## src/rtl/apb_req_arbiter_if.sv

```systemverilog
// Requester-side and APB-side signals of the round-robin APB request arbiter.
// master = arbiter side, slave = requesters plus the APB completer.
interface apb_req_arbiter_if #(
    parameter int NUM_REQ = 4,
    parameter int ADDR_W  = 5,
    parameter int DATA_W  = 32
);
    logic [NUM_REQ-1:0]        req;
    logic [NUM_REQ*ADDR_W-1:0] req_addr;
    logic [NUM_REQ-1:0]        req_write;
    logic [NUM_REQ*DATA_W-1:0] req_wdata;
    logic [NUM_REQ-1:0]        gnt;
    logic [NUM_REQ-1:0]        done;
    logic [DATA_W-1:0]         rdata;
    logic                      err;
    logic                      psel;
    logic                      penable;
    logic                      pwrite;
    logic [ADDR_W-1:0]         paddr;
    logic [DATA_W-1:0]         pwdata;
    logic                      pready;
    logic [DATA_W-1:0]         prdata;

    modport master (
        input  req, req_addr, req_write, req_wdata, pready, prdata,
        output gnt, done, rdata, err, psel, penable, pwrite, paddr, pwdata
    );

    modport slave (
        output req, req_addr, req_write, req_wdata, pready, prdata,
        input  gnt, done, rdata, err, psel, penable, pwrite, paddr, pwdata
    );
endinterface

```

## src/rtl/apb_req_arbiter.sv

```systemverilog
// Round-robin arbiter sharing one APB completer between NUM_REQ requesters.
// Define APB_ARB_TIMEOUT_EN to abort ACCESS after TIMEOUT_CYCLES wait cycles.
module apb_req_arbiter #(
    parameter int NUM_REQ        = 4,
    parameter int ADDR_W         = 5,
    parameter int DATA_W         = 32,
    parameter int TIMEOUT_CYCLES = 16
) (
    input logic               pclk,
    input logic               prst,
    apb_req_arbiter_if.master bus
);
    localparam int IDX_W = $clog2(NUM_REQ);

    if (NUM_REQ < 2 || NUM_REQ > 8) begin : g_bad_num_req
        $error("NUM_REQ must be in 2..8");
    end
    if (TIMEOUT_CYCLES < 1) begin : g_bad_timeout
        $error("TIMEOUT_CYCLES must be at least 1");
    end

    typedef enum logic [1:0] {IDLE, SETUP, ACCESS, DONE} state_t;

    state_t             state;
    logic [IDX_W-1:0]   last_grant;
    logic               found;
    logic [IDX_W-1:0]   win;
    logic [ADDR_W-1:0]  win_addr;
    logic               win_write;
    logic [DATA_W-1:0]  win_wdata;

`ifdef APB_ARB_TIMEOUT_EN
    localparam int TMO_W = $clog2(TIMEOUT_CYCLES + 1);
    logic [TMO_W-1:0] tmo_cnt;
`else
    assign bus.err = 1'b0;
`endif

    // Round-robin pick: first requesting index after last_grant, wrapping.
    always_comb begin
        int j;
        found     = 1'b0;
        win       = '0;
        win_addr  = '0;
        win_write = 1'b0;
        win_wdata = '0;
        j         = 0;
        for (int k = 0; k < NUM_REQ; k++) begin
            j = int'(last_grant) + 1 + k;
            if (j >= NUM_REQ) j = j - NUM_REQ;
            if (!found && bus.req[j]) begin
                found     = 1'b1;
                win       = IDX_W'(j);
                win_addr  = bus.req_addr[j*ADDR_W +: ADDR_W];
                win_write = bus.req_write[j];
                win_wdata = bus.req_wdata[j*DATA_W +: DATA_W];
            end
        end
    end

    // Transfer FSM; every output is a register updated with the state.
    always_ff @(posedge pclk or posedge prst) begin
        if (prst) begin
            state       <= IDLE;
            last_grant  <= IDX_W'(NUM_REQ - 1);
            bus.gnt     <= '0;
            bus.done    <= '0;
            bus.rdata   <= '0;
            bus.psel    <= 1'b0;
            bus.penable <= 1'b0;
            bus.pwrite  <= 1'b0;
            bus.paddr   <= '0;
            bus.pwdata  <= '0;
`ifdef APB_ARB_TIMEOUT_EN
            bus.err     <= 1'b0;
            tmo_cnt     <= '0;
`endif
        end else begin
            unique case (state)
                IDLE: begin
                    if (found) begin
                        state      <= SETUP;
                        last_grant <= win;
                        bus.gnt    <= NUM_REQ'(1) << win;
                        bus.psel   <= 1'b1;
                        bus.paddr  <= win_addr;
                        bus.pwrite <= win_write;
                        bus.pwdata <= win_wdata;
`ifdef APB_ARB_TIMEOUT_EN
                        tmo_cnt    <= '0;
`endif
                    end
                end
                SETUP: begin
                    state       <= ACCESS;
                    bus.penable <= 1'b1;
                end
                ACCESS: begin
                    if (bus.pready) begin
                        state       <= DONE;
                        bus.psel    <= 1'b0;
                        bus.penable <= 1'b0;
                        bus.done    <= bus.gnt;
                        if (!bus.pwrite) bus.rdata <= bus.prdata;
                    end
`ifdef APB_ARB_TIMEOUT_EN
                    else if (tmo_cnt == TMO_W'(TIMEOUT_CYCLES - 1)) begin
                        state       <= DONE;
                        bus.psel    <= 1'b0;
                        bus.penable <= 1'b0;
                        bus.done    <= bus.gnt;
                        bus.rdata   <= '0;
                        bus.err     <= 1'b1;
                    end else begin
                        tmo_cnt <= tmo_cnt + 1'b1;
                    end
`endif
                end
                DONE: begin
                    state    <= IDLE;
                    bus.gnt  <= '0;
                    bus.done <= '0;
`ifdef APB_ARB_TIMEOUT_EN
                    bus.err  <= 1'b0;
`endif
                end
                default: state <= IDLE;
            endcase
        end
    end
endmodule

```

## src/flat_wrapper.sv

```systemverilog
// flat-port wrapper written by rule: the top's interface ports become plain ports
module apb_req_arbiter_flat 
#(
    parameter int NUM_REQ        = 4,
    parameter int ADDR_W         = 5,
    parameter int DATA_W         = 32,
    parameter int TIMEOUT_CYCLES = 16
)
  (pclk, prst, bus_req, bus_req_addr, bus_req_write, bus_req_wdata, bus_pready, bus_prdata, bus_gnt, bus_done, bus_rdata, bus_err, bus_psel, bus_penable, bus_pwrite, bus_paddr, bus_pwdata);
  apb_req_arbiter_if #(.NUM_REQ(NUM_REQ), .ADDR_W(ADDR_W), .DATA_W(DATA_W)) bus_i ();
  input logic pclk;
  input logic prst;
  input wire logic [$bits(bus_i.req)-1:0] bus_req;
  input wire logic [$bits(bus_i.req_addr)-1:0] bus_req_addr;
  input wire logic [$bits(bus_i.req_write)-1:0] bus_req_write;
  input wire logic [$bits(bus_i.req_wdata)-1:0] bus_req_wdata;
  input wire logic [$bits(bus_i.pready)-1:0] bus_pready;
  input wire logic [$bits(bus_i.prdata)-1:0] bus_prdata;
  output wire logic [$bits(bus_i.gnt)-1:0] bus_gnt;
  output wire logic [$bits(bus_i.done)-1:0] bus_done;
  output wire logic [$bits(bus_i.rdata)-1:0] bus_rdata;
  output wire logic [$bits(bus_i.err)-1:0] bus_err;
  output wire logic [$bits(bus_i.psel)-1:0] bus_psel;
  output wire logic [$bits(bus_i.penable)-1:0] bus_penable;
  output wire logic [$bits(bus_i.pwrite)-1:0] bus_pwrite;
  output wire logic [$bits(bus_i.paddr)-1:0] bus_paddr;
  output wire logic [$bits(bus_i.pwdata)-1:0] bus_pwdata;
  assign bus_i.req = bus_req;
  assign bus_i.req_addr = bus_req_addr;
  assign bus_i.req_write = bus_req_write;
  assign bus_i.req_wdata = bus_req_wdata;
  assign bus_i.pready = bus_pready;
  assign bus_i.prdata = bus_prdata;
  assign bus_gnt = bus_i.gnt;
  assign bus_done = bus_i.done;
  assign bus_rdata = bus_i.rdata;
  assign bus_err = bus_i.err;
  assign bus_psel = bus_i.psel;
  assign bus_penable = bus_i.penable;
  assign bus_pwrite = bus_i.pwrite;
  assign bus_paddr = bus_i.paddr;
  assign bus_pwdata = bus_i.pwdata;
  apb_req_arbiter #(.NUM_REQ(NUM_REQ), .ADDR_W(ADDR_W), .DATA_W(DATA_W), .TIMEOUT_CYCLES(TIMEOUT_CYCLES)) u_core (.pclk(pclk), .prst(prst), .bus(bus_i));
endmodule
```

## config.mk

```make
export PLATFORM = sky130hd
export DESIGN_NAME = apb_req_arbiter_flat
export DESIGN_NICKNAME = d
export VERILOG_FILES = /design/src/rtl/apb_req_arbiter_if.sv /design/src/rtl/apb_req_arbiter.sv /design/src/flat_wrapper.sv
export SDC_FILE = /design/constraint.sdc
export NUM_CORES = 1
export LEC_CHECK = 0
export ABC_AREA = 1
export CORE_ASPECT_RATIO = 0.6
export CORE_MARGIN = 2
export CORE_UTILIZATION = 26
export CTS_BUF_LIST = sky130_fd_sc_hd__clkbuf_4 sky130_fd_sc_hd__clkbuf_8
export DETAILED_ROUTE_END_ITERATION = 12
export PLACE_DENSITY = 0.45
export SLEW_MARGIN = 20
export SYNTH_ARGS = -nofsm -noshare
export SYNTH_HDL_FRONTEND = slang
export SYNTH_SLANG_ARGS = --single-unit
```

## constraint.sdc

```tcl
create_clock -name pclk -period 5.6 [get_ports pclk]
set_clock_uncertainty 0.15 [all_clocks]
set_input_delay 0.56 -clock pclk [delete_from_list [all_inputs] [get_ports pclk]]
set_output_delay 0.56 -clock pclk [all_outputs]
set_load 0.005 [all_outputs]
```

Yosys cells after proc, flatten, opt, wreduce, memory -nomap -nowiden
Cells that the tools add are included.
{"block": "totals", "ff_bits": 84, "out_inout_bits": 81, "word_cells": 122}
{"block": "classes", "n_addsub": 8, "multipliers": 4, "n_lt_le_gt_ge": 8, "n_eq_ne": 5, "n_shift": 9, "muxes": 59, "bitwise": 1, "n_reduce_logical": 18}
{"operator": "128-bit by 32-bit indexed part select with 32-bit output", "n": 4}
{"operator": "32-bit 2-to-1 mux", "n": 8}
{"operator": "32-bit by 4-bit < comparator with 1-bit output (second input constant)", "n": 4}
{"operator": "32-bit by 4-bit multiplier with 32-bit output (second input constant)", "n": 4}
{"operator": "20-bit by 32-bit indexed part select with 5-bit output", "n": 4}
{"operator": "32-bit by 4-bit greater-or-equal comparator with 1-bit output (second input constant)", "n": 3}
{"operator": "32-bit by 4-bit subtractor with 32-bit output (second input constant)", "n": 3}
{"operator": "32-bit by 3-bit adder with 32-bit output (second input constant)", "n": 2}
{"operator": "32-bit by 2-bit adder with 32-bit output (second input constant)", "n": 1}
{"operator": "1-bit 2-to-1 mux", "n": 26}
{"operator": "5-bit 2-to-1 mux", "n": 4}
{"operator": "1-bit binary-select mux with 2-bit select", "n": 8}
{"operator": "4-bit one-hot mux with 2 select lines", "n": 2}
{"operator": "2-bit 2-to-1 mux", "n": 6}
{"operator": "2-bit AND reduction", "n": 5}
{"operator": "4-bit 2-to-1 mux", "n": 2}
{"operator": "2-bit one-hot mux with 4 select lines", "n": 1}
{"operator": "2-bit nonzero test", "n": 4}
{"operator": "3-bit AND reduction", "n": 2}
{"operator": "2-bit == test (second input constant)", "n": 2}
{"operator": "1-bit one-hot mux with 2 select lines", "n": 2}
{"operator": "1-bit by 2-bit << shifter with 4-bit output (first input constant)", "n": 1}
{"operator": "3-bit by 3-bit subtractor with 4-bit output (second input constant)", "n": 1}
{"operator": "2-bit by 1-bit adder with 3-bit output (second input constant)", "n": 1}
{"operator": "8 further kinds", "n": 12}

Longest topological paths before layout
{"block": "depth", "word_depth": 19, "ltp_mapped": 26, "ltp_nobuf": 21}

Least setup slack after synthesis
Ideal clock, no wire load.
{"block": "synth_timing", "path_type": "register to register", "start": "register u_core.last_grant[0]", "end": "register u_core.bus.paddr[4]", "arrival_time_ns": 3.854, "t_required_ns": 5.379, "setup_slack_ns": 1.524, "path_stages_with_launch": 21, "n_path_buf": 8, "cell_sequence": "dfstp_2 > buf_6 > inv_4 > buf_6 > buf_4 > buf_2 > ha_1 > buf_2 > buf_2 > buf_2 > buf_2 > nor3_1 > fa_1 > inv_1 > nor3_1 > nand3_1 > nand2_1 > nand2_1 > nand3_1 > nor2_1 > nor2_1"}
{"block": "synth_via", "elab_chain_cells": 17, "elab_cells_between_ends": 51, "classes_between": "add/sub (8); mul (4); order compare (4); shift (4); mux (24); reduce/logical (7)"}
{"item": "from (decl)", "line": "apb_req_arbiter.sv:25", "rtl": "logic [IDX_W-1:0] last_grant;"}
{"item": "from (signal assigned)", "line": "apb_req_arbiter.sv:65", "rtl": "last_grant <= IDX_W'(NUM_REQ - 1);"}
{"item": "from (signal assigned)", "line": "apb_req_arbiter.sv:83", "rtl": "last_grant <= win;"}
{"item": "2-bit by 1-bit adder with 3-bit output *", "line": "apb_req_arbiter.sv:49", "rtl": "j = int'(last_grant) + 1 + k;"}
{"item": "parallel branches: the longest is 16 deep, another holds 32-bit by 2-bit adder with 32-bit output"}
{"item": "to (signal assigned)", "line": "apb_req_arbiter.sv:86", "rtl": "bus.paddr <= win_addr;"}
{"item": "to (decl)", "line": "apb_req_arbiter_if.sv:26", "rtl": "output gnt, done, rdata, err, psel, penable, pwrite, paddr, pwdata"}
Mark *: on every way between the ends. The select of a mux whose other input is x is not followed.
A chain may end at the register's enable or synchronous reset.

Worst setup path after layout
{"block": "layout_timing", "start": "register u_core.last_grant[1]", "end": "register u_core.bus.paddr[0]"}
The elaborated chain is that of the path after synthesis.

==> flow_summary.ini <==
[setup_path]
critPathTopFamily = simple AND/OR/NAND/NOR gates
slowest_stage = dfstp_2
critPathLaunchType = flop
crit_buf_inv = 3
crit_required_ns = 5.80
critical_path_arrival_ns = 4.40
crit_fanout = 38
crit_chain = inv_1 -> ha_4 -> clkinv_2 -> nand2_2 -> nand2_4 -> nand2_1 -> o21ai_4 -> nor2_4 -> nand3_2 -> inv_1 -> nand3_1 -> nand2_1 -> nand2_1 -> nand2_1
cp_common_cell = nand2_1
end_kind = flop
critical_path_class = flop to flop
slowest_delay_ns = 0.58

[sta]
fin_crit_ns = 4.19
setup_viol = 0
finalHoldViolCount = 0
rsz0062_at_grt = no
slew_violations = 0
fmax_mhz = 238
finalCritPeriodShare = 0.749
fin_tns_setup_ns = 0
relSlewSlack = 0.349
hold_slack_ns = 0.340
tightest_slew_ns = 0.977

[die]
core-area_um2 = 37500
fp-row-count = 55
dieArea_um2 = 39500
io_pins = 272
chipHeight_um = 155
start_util = 0.262
die_w_um = 255

[yosys]
synth_top_cell_area_share = 0.240
synth_area_per_cell_um2 = 5.70
yosysWarnings = 0
synthTopCellsByCount = nand2_1 (629), nor2_1 (197), o21ai_0 (192)
yosys.cell_types.count = 41
synth_top_flop_cell = dfrtp_1
seq_area_frac_synth = 0.214
ys_ff_latch = 84
synthCells = 1726
yosys-top-cells-area = nand2_1 (24%), dfrtp_1 (21%), o21ai_0 (9.8%)
synth.most_common_cell = nand2_1
syn_area_um2 = 9840
synth_edf_count = 0
async_reset_ff_frac = 1.00
synth_area_leader_cell = nand2_1

[clocking]
htreeDepth = 3
cts_sinks = 84
hold_buffers = 0
clkSlewWorstSetupHoldPaths_ns = 0.10
clock_path_buffers = 2
ctsResizeCount = 0
root_buffer = clkbuf_8
cts_tree = done
post-cts-setup-buffer-count = 0
cts_buffers = 9
clk-insertion-delay-late_ns = 0.42

[route]
drc_errors = 0
vias_per_cell = 4.78
wl_per_cell_um = 17.5
ant_nets = 0
vias = 11700
drt_iter0_drc = 899
dr.pass1.iters = 6
drt_wl_total_um = 42600

[power]
leakage_nw = 6.17
sw_frac_of_total = 0.593
p_per_area_nw_per_um2 = 684
combPwrFrac = 0.817
power.internal_w = 0.00363
power.switching_w = 0.00529
power_w = 0.00892
clkPwrFrac = 0.062
power_frac_seq = 0.122
ir_drop_v = 0.000379

[global_route]
grt_max_degree = 127
track_usage = 0.213
antenna_found_initial = 0
grt_overflow_total = 0
grt_pass1_vias = 10500
grt_pass1_wl_um = 63800

[finish]
fillers = 4130
multi_input_area_um2 = 6680
nets = 2139
drive_gt1_frac = 0.0581
design_area_um2 = 13000
regArea_um2 = 2110
finish.utilization = 0.348
syn_to_final_growth_pct = 32.4
antenna-diode-count = 0

[outcome]
outcome = finished clean

[placement]
portBuffers = 270
dpl_cell_area_um2 = 12800
place_hpwl_um = 31500
place.gp.congestion = 0.886

[hold_path]
hold_class = flop to flop

[job]
max_cap_viol_count = 0
[flip-flops by register name, summed over array words and instances, names as in the netlist]
signal,cells
u_core.bus.pwdata,32
u_core.bus.rdata,32
u_core.bus.paddr,5
u_core.bus.done,4
u_core.bus.gnt,4
u_core.last_grant,2
u_core.state,2
u_core.bus.penable,1
u_core.bus.psel,1
u_core.bus.pwrite,1
[routing by layer]
metal	up-vias	wire (um)	track usage
met5	-	0	0
met4	0	256	0.0262
met3	21	3150	0.0500
met2	377	17400	0.307
met1	5383	21800	0.324
li1	5898	-	-
[tightest hold or removal path, stage by stage (launching register included)]
cell and delay, ns:
dfrtp_1 0.35, nand2_1 0.05, nand2_1 0.06
[layout by cell type, fill, tap and decap left out, types with 31 or more instances in the layout]
cell type,n
a21oi_1,38
clkdlybuf4s50_1,270
dfrtp_1,82
inv_1,138
mux2_2,31
nand2_1,629
nand3_1,111
nor2_1,196
o21ai_0,192
o21ai_1,33
[final timing paths]
check	startpoint	to	slack (ns)	depth (start not counted)
worst max-delay path	u_core.last_grant[1]$_DFFE_PP1P_	u_core.bus.paddr[0]$_DFFE_PP0P_	1.41	14
worst min-delay path	u_core.bus.pwdata[15]$_DFFE_PP0P_	u_core.bus.pwdata[15]$_DFFE_PP0P_	0.34	2
worst max register to register	u_core.last_grant[1]$_DFFE_PP1P_	u_core.bus.paddr[0]$_DFFE_PP0P_	1.41	14
worst min register to register	u_core.bus.pwdata[15]$_DFFE_PP0P_	u_core.bus.pwdata[15]$_DFFE_PP0P_	0.34	2
max in group asynchronous	prst	u_core.bus.pwdata[17]$_DFFE_PP0P_	3.74	3
min in group asynchronous	prst	u_core.bus.rdata[17]$_DFFE_PP0P_	0.41	2
[through the flow]
step	instances	worst slack (ns)
after detailed placement	2425	1.42
after global placement	2425	1.37
after global routing	2441	1.04
after floorplan	1732	1.52
after CTS	2441	1.40
final	2441	1.41
[power groups by stage]
stage / registers (W) / clock network [W] / logic, W
after global routing: 0.00112 / 0.000593 / 0.00813
after detailed placement: 0.00110 / 0 / 0.00721
after CTS: 0.00109 / 0.000569 / 0.00724
after global placement: 0.00110 / 0 / 0.00724
after floorplan: 0.00108 / 0 / 0.00501
final: 0.00108 / 0.000549 / 0.00728
[final cells by class]
class / instances / share of cell area
Clock buffer: 9 / 0.00950
Timing Repair Buffer: 284 / 0.216
Tap cell: 513 / 0.0492
Sequential cell: 84 / 0.162
Inverter: 146 / 0.0425
Multi-Input combinational cell: 1398 / 0.513
Clock inverter: 7 / 0.00845
[cells by family (layout without fill, tap and decap cells)]
group | count (synthesis) | count (layout) | synth area share
xor gates and xnor gates | 1 | 1 | 0.000890
buffers and inverters | 250 | 446 | 0.112
AOI/OAI and AO/OA | 303 | 303 | 0.166
muxes | 41 | 41 | 0.0458
other | 2 | 8 | 0.000763
DFF | 84 | 84 | 0.214
and+or+nand+nor | 1020 | 1020 | 0.426
adders and majority gates | 25 | 25 | 0.0348
Power figures use the tool's default switching activity.
